<file path="config.mk">
export PLATFORM = sky130hd
export DESIGN_NAME = dct_out_writer_flat
export DESIGN_NICKNAME = d
export VERILOG_FILES = /design/src/rtl/dct_out_writer_if.sv /design/src/rtl/dct_out_writer.sv /design/src/flat_wrapper.sv
export SDC_FILE = /design/constraint.sdc
export NUM_CORES = 1
export LEC_CHECK = 0
export CAP_MARGIN = 30
export CELL_PAD_IN_SITES_DETAIL_PLACEMENT = 0
export CELL_PAD_IN_SITES_GLOBAL_PLACEMENT = 1
export CORE_AREA = 2 2 319 321
export CTS_CLUSTER_SIZE = 14
export DETAILED_ROUTE_END_ITERATION = 8
export DIE_AREA = 0 0 321 323
export PLACE_DENSITY_LB_ADDON = 0.15
export SYNTH_ARGS = -nofsm -noshare
export SYNTH_HDL_FRONTEND = slang
export SYNTH_SLANG_ARGS = --single-unit
</file>
<file path="constraint.sdc">
create_clock -name clk -period 1.9 [get_ports clk]
set_input_delay 0.19 -clock clk [delete_from_list [all_inputs] [get_ports clk]]
set_output_delay 0.19 -clock clk [all_outputs]
set_load 0.02 [all_outputs]
</file>
<file path="src/rtl/dct_out_writer_if.sv">
// Pin bundle of the single-port DCT output memory (RA/CA addressing, active-low NCE/NWRT).
// The controller drives the master side; the memory macro sits on the slave side.
interface dct_out_writer_if #(
  parameter int DATA_W = 192,
  parameter int ADDR_W = 14,
  parameter int CA_W   = 4
);
  logic [DATA_W-1:0]      d;
  logic [DATA_W-1:0]      q;
  logic [ADDR_W-CA_W-1:0] ra;
  logic [CA_W-1:0]        ca;
  logic                   nwrt;
  logic                   nce;

  modport master (output d, ra, ca, nwrt, nce, input q);
  modport slave  (input d, ra, ca, nwrt, nce, output q);
endinterface

</file>
<file path="src/rtl/dct_out_writer.sv">
// Write-side controller for the DCT output memory: stores one frame of coefficient
// vectors in arrival order, then serves random-access readback over the same port.
module dct_out_writer #(
  parameter int DATA_W    = 192,
  parameter int ADDR_W    = 14,
  parameter int CA_W      = 4,
  parameter int FRAME_LEN = 16384
) (
  input  logic                clk,
  input  logic                reset,
  input  logic                start,
  input  logic                in_valid,
  input  logic [DATA_W-1:0]   in_data,
  input  logic                rd_req,
  input  logic [ADDR_W-1:0]   rd_addr,
  dct_out_writer_if.master    mem,
  output logic [DATA_W-1:0]   rd_data,
  output logic                rd_valid,
  output logic                busy,
  output logic                done,
  output logic                overflow,
  output logic [ADDR_W:0]     wr_count
);

  typedef enum logic [1:0] {IDLE, FILL, DONE} state_t;

  localparam logic [ADDR_W:0] LAST_IDX  = (ADDR_W+1)'(FRAME_LEN - 1);
  localparam logic [ADDR_W:0] FRAME_CNT = (ADDR_W+1)'(FRAME_LEN);

  state_t              state;
  state_t              state_next;
  logic                do_write;
  logic                do_read;
  logic                drop;
  logic                nce_q;
  logic                nwrt_q;
  logic [ADDR_W-1:0]   addr_q;
  logic [DATA_W-1:0]   d_q;
  logic                rd_issued;

  always_ff @(posedge clk) begin
    if (reset) state <= IDLE;
    else       state <= state_next;
  end

  // start overrides everything else in its cycle, so nothing is written, read or dropped
  always_comb begin
    state_next = state;
    do_write   = 1'b0;
    do_read    = 1'b0;
    drop       = 1'b0;
    if (start) begin
      state_next = FILL;
    end else begin
      unique case (state)
        IDLE: drop = in_valid;
        FILL: begin
          do_write = in_valid;
          if (in_valid && wr_count == LAST_IDX) state_next = DONE;
        end
        DONE: begin
          drop    = in_valid;
          do_read = rd_req;
        end
        default: state_next = IDLE;
      endcase
    end
  end

  always_ff @(posedge clk) begin
    if (reset) begin
      wr_count  <= '0;
      overflow  <= 1'b0;
      nce_q     <= 1'b1;
      nwrt_q    <= 1'b1;
      addr_q    <= '0;
      d_q       <= '0;
      rd_issued <= 1'b0;
      rd_valid  <= 1'b0;
    end else begin
      nce_q     <= ~(do_write | do_read);
      nwrt_q    <= ~do_write;
      rd_issued <= do_read;
      rd_valid  <= rd_issued;
      // Address and data registers hold whenever no command is issued
      if (do_write) begin
        d_q    <= in_data;
        addr_q <= wr_count[ADDR_W-1:0];
      end else if (do_read) begin
        addr_q <= rd_addr;
      end
      if (start) begin
        wr_count <= '0;
        overflow <= 1'b0;
      end else begin
        if (do_write && wr_count != FRAME_CNT) wr_count <= wr_count + 1'b1;
        if (drop) overflow <= 1'b1;
      end
    end
  end

  assign mem.nce  = nce_q;
  assign mem.nwrt = nwrt_q;
  assign mem.d    = d_q;
  assign mem.ra   = addr_q[ADDR_W-1:CA_W];
  assign mem.ca   = addr_q[CA_W-1:0];
  assign rd_data  = mem.q;
  assign busy     = (state == FILL);
  assign done     = (state == DONE);

endmodule

</file>
<file path="src/flat_wrapper.sv">
// flat-port wrapper written by rule: the top's interface ports become plain ports
module dct_out_writer_flat 
#(
  parameter int DATA_W    = 192,
  parameter int ADDR_W    = 14,
  parameter int CA_W      = 4,
  parameter int FRAME_LEN = 16384
)
  (clk, reset, start, in_valid, in_data, rd_req, rd_addr, rd_data, rd_valid, busy, done, overflow, wr_count, mem_d, mem_ra, mem_ca, mem_nwrt, mem_nce, mem_q);
  dct_out_writer_if #(.DATA_W(DATA_W), .ADDR_W(ADDR_W), .CA_W(CA_W)) mem_i ();
  input  logic clk;
  input  logic reset;
  input  logic start;
  input  logic in_valid;
  input  logic [DATA_W-1:0] in_data;
  input  logic rd_req;
  input  logic [ADDR_W-1:0] rd_addr;
  output logic [DATA_W-1:0] rd_data;
  output logic rd_valid;
  output logic busy;
  output logic done;
  output logic overflow;
  output logic [ADDR_W:0] wr_count;
  output wire logic [$bits(mem_i.d)-1:0] mem_d;
  output wire logic [$bits(mem_i.ra)-1:0] mem_ra;
  output wire logic [$bits(mem_i.ca)-1:0] mem_ca;
  output wire logic [$bits(mem_i.nwrt)-1:0] mem_nwrt;
  output wire logic [$bits(mem_i.nce)-1:0] mem_nce;
  input wire logic [$bits(mem_i.q)-1:0] mem_q;
  assign mem_d = mem_i.d;
  assign mem_ra = mem_i.ra;
  assign mem_ca = mem_i.ca;
  assign mem_nwrt = mem_i.nwrt;
  assign mem_nce = mem_i.nce;
  assign mem_i.q = mem_q;
  dct_out_writer #(.DATA_W(DATA_W), .ADDR_W(ADDR_W), .CA_W(CA_W), .FRAME_LEN(FRAME_LEN)) u_core (.clk(clk), .reset(reset), .start(start), .in_valid(in_valid), .in_data(in_data), .rd_req(rd_req), .rd_addr(rd_addr), .mem(mem_i), .rd_data(rd_data), .rd_valid(rd_valid), .busy(busy), .done(done), .overflow(overflow), .wr_count(wr_count));
endmodule
</file>
==> qor.csv <==
stage,metric,value,unit
placed_design,dp_hpwl,34.39,mm
floorplan,core_area,100700,um2
synth,syn-num-nets,1624,
pwr,p_sw_share,25.42,%
synth,syn_area,9664,um2
synth,synth_ff_type,dfxtp_1,
clock_network,tritoncts.num_buffers,36,
placed_design,io_buffers,437,
worst_setup_path,crit_path_cell_trace,clkdlybuf4s50_1,
detailed_routing,wl,46.10,mm
floorplan,num_rows,117,
pwr,ir_drop,0.4955,mV
sta,rsz0062_at_grt,no,
clock_network,h-tree-depth,2,
pwr,combPwrFrac,11.0,%
detailed_routing,drt.antenna.violating_nets,0,
grt,overflow,0,
clock_network,cts.path.max_buffers,3,
outcome,status,"complete, no violations",
clock_network,path_clk_slew,50,ps
detailed_routing,dr_total_vias,8904,
cells_and_area,synthToLayoutAreaGrowth,62.35,%
run,maxCapViolations,0,
synth,yosysTopAreaCell,dfxtp_1,
synth,synth_commonest_cells,"395 x nand2_1, 228 x dfxtp_1, 201 x a21oi_1",
worst_setup_path,critical-path-slowest-cell,clkdlybuf4s50_1,
sta,setup_ws,125.0,ps
cells_and_area,final_nets,1898,
detailed_routing,drc,0,
sta,max_slew_margin,68.35,%
detailed_routing,wl_per_cell,16.34,um
cells_and_area,final-instance-count-excl-fill,2821,
sta,setup_viol,0,
worst_setup_path,path_delay_family,buffers and inverters,
synth,synth.avg_cell_area,7.928,um2
detailed_routing,dr.pass1.iters,7,
worst_setup_path,crit_path_start_kind,flip-flop,
synth,synth_cells,1219,
synth,ys_warn_count,0,
placed_design,dp.cells,2763,
grt,antenna_found_initial,5,
sta,hold_viol_final,0,
sta,fin_skew,11.31,ps
worst_setup_path,cp_data_required_time,1710,ps
floorplan,die-area,103700,um2
sta,finalMaxSlewViolations,0,
synth,synth_cell_types,38,
sta,finalCriticalPeriod,1775,ps
sta,whs,176.8,ps
placed_design,dp_slack,-106.2,ps
pwr,p_int,0.009359,W
cells_and_area,drive_gt1_share,8.868,%
worst_setup_path,max_stage_delay,690,ps
grt,grt_usage,8.588,%
grt,first_global_vias,9366,
pwr,leakagePower,5.207,nW
placed_design,gp_congestion,0.6805,
worst_setup_path,end_kind,output port,
detailed_routing,drt_iter0_markers,309,
pwr,power_switching,0.003190,W
worst_setup_path,cp.arrival,1590,ps
cells_and_area,post-route-util,15.58,%
synth,synth_most_common_cell,nand2_1,
synth,synth.area.top_cells,"dfxtp_1 47%, nand2_1 15%, buf_4 15%",
floorplan,die_w,321,um
pwr,power_frac_clock,49.2,%
sta,min_period_over_period,93.42,%
detailed_routing,viasPerCell,3.156,
floorplan,dieHeight,323,um
synth,synthArstFlopShare,0,%
synth,ys_ff_latch,228,
sta,max_freq,0.5634,GHz
floorplan,pin_count,822,
grt,grt_max_degree,84,
sta,worst_pin_slew,474.7,ps
synth,yosysTopAreaCellShare,47.23,%
floorplan,initial_core_util,9.596,%
pwr,p_seq_share,39.7,%
clock_network,clkSinkCount,228,
synth,synth_edf_count,0,
clock_network,cts_tree,yes,
worst_setup_path,critPathKind,reg -> out,
pwr,power_density,799.8,nW/um2
clock_network,cts_root_buf,clkbuf_16,
worst_hold_path,min_path_type,in -> reg,
worst_setup_path,path_max_fanout,2,
grt,grt_pass1_wl,64.79,mm
synth,seq_area_frac_synth,47.23,%
clock_network,insertion_delay,560,ps
worst_setup_path,path_buf_inv,1,
-- kinds of logic (layout without fill, tap and decap cells) --
family / Yosys count / after routing / synth area share [%]
adder cells (fa/ha/maj): 2 / 2 / 0.2589
XOR/XNOR: 1 / 1 / 0.09064
multiplexers: 20 / 20 / 2.071
flip-flops: 228 / 228 / 47.23
AO/OA/AOI/OAI: 226 / 226 / 12.26
AND/OR/NAND/NOR: 465 / 465 / 19.51
other: 0 / 1 / 0
buffers and inverters: 277 / 569 / 18.58
-- flip-flops by register name (all words and copies together) (netlist names) --
register          count
u_core.addr_q        14
u_core.mem.d        192
u_core.mem.nce        1
u_core.mem.nwrt       1
u_core.overflow       1
u_core.rd_issued      1
u_core.rd_valid       1
u_core.state          2
u_core.wr_count      15
-- metal layers --
layer  vias up  global-route usage, %  share of wire, %
met2       413                  13.89                46
met5         -                      0             0.028
met1      4029                  8.971                38
li1       4317                      -                 -
met3       143                  4.170                12
met4         2                  5.337               5.3
-- placed cells by master, fill, tap and decap left out, types with 14 or more instances in the layout --
| cell type | count |
|---|---|
| a21oi_1 | 201 |
| nor2_1 | 22 |
| buf_4 | 58 |
| buf_12 | 15 |
| dfxtp_1 | 223 |
| nand2_1 | 395 |
| mux2i_1 | 20 |
| dlygate4sd2_1 | 14 |
| clkbuf_16 | 37 |
| a211oi_1 | 14 |
| clkdlybuf4s50_1 | 417 |
-- final cells by class --
type	instances	area, um2
antenna	1	2.502
clock buffer	52	1022
multi-input combinational	714	3347
sequential	228	4571
clock inverter	4	30.03
inverter	7	26.28
fill	11443	85030
tap	1309	1638
timing repair buffer	506	5054
-- stage by stage --
step / total power (W) / instance area (um2) / TNS (ps)
floorplan: 0.006128 / 9664 / 0
global placement: 0.006513 / 14620 / -9000
detailed placement: 0.006512 / 14620 / -11160
CTS: 0.01308 / 15680 / 0
global route: 0.01325 / 15690 / 0
finish: 0.01255 / 15690 / 0
-- repair_timing --
| item | in CTS | in global routing |
|---|---|---|
| buffers inserted | 0 | 0 |
| hold buffers | 1 | 0 |
| endpoints found under the setup margin | 23 | 9 |
| gates cloned | 0 | 0 |
| gates resized for setup | 20 | 4 |
| hold endpoints to repair | 4 | 0 |
-- power by group through the flow --
stage / clock [W] / combinational, W / sequential [W]
6_report: 0.00618 / 0.00139 / 0.00499
5_1_grt: 0.00675 / 0.00151 / 0.00500
4_1_cts: 0.00666 / 0.00144 / 0.00498
3_5_place_dp: 0 / 0.00143 / 0.00508
3_3_place_gp: 0 / 0.00143 / 0.00508
2_1_floorplan: 0 / 0.000896 / 0.00523
-- path summary, 6_finish.rpt --
path         slack, ps  depth (start not counted)          startpoint             endpoint
max                120                          1   u_core.mem.d[112]           mem_d[112]
min                180                          3        in_data[110]    u_core.mem.d[110]
max reg2reg        140                          4  u_core.wr_count[4]  u_core.wr_count[13]
min reg2reg        430                          1    u_core.rd_issued      u_core.rd_valid
(Power assumes the default switching activity.)
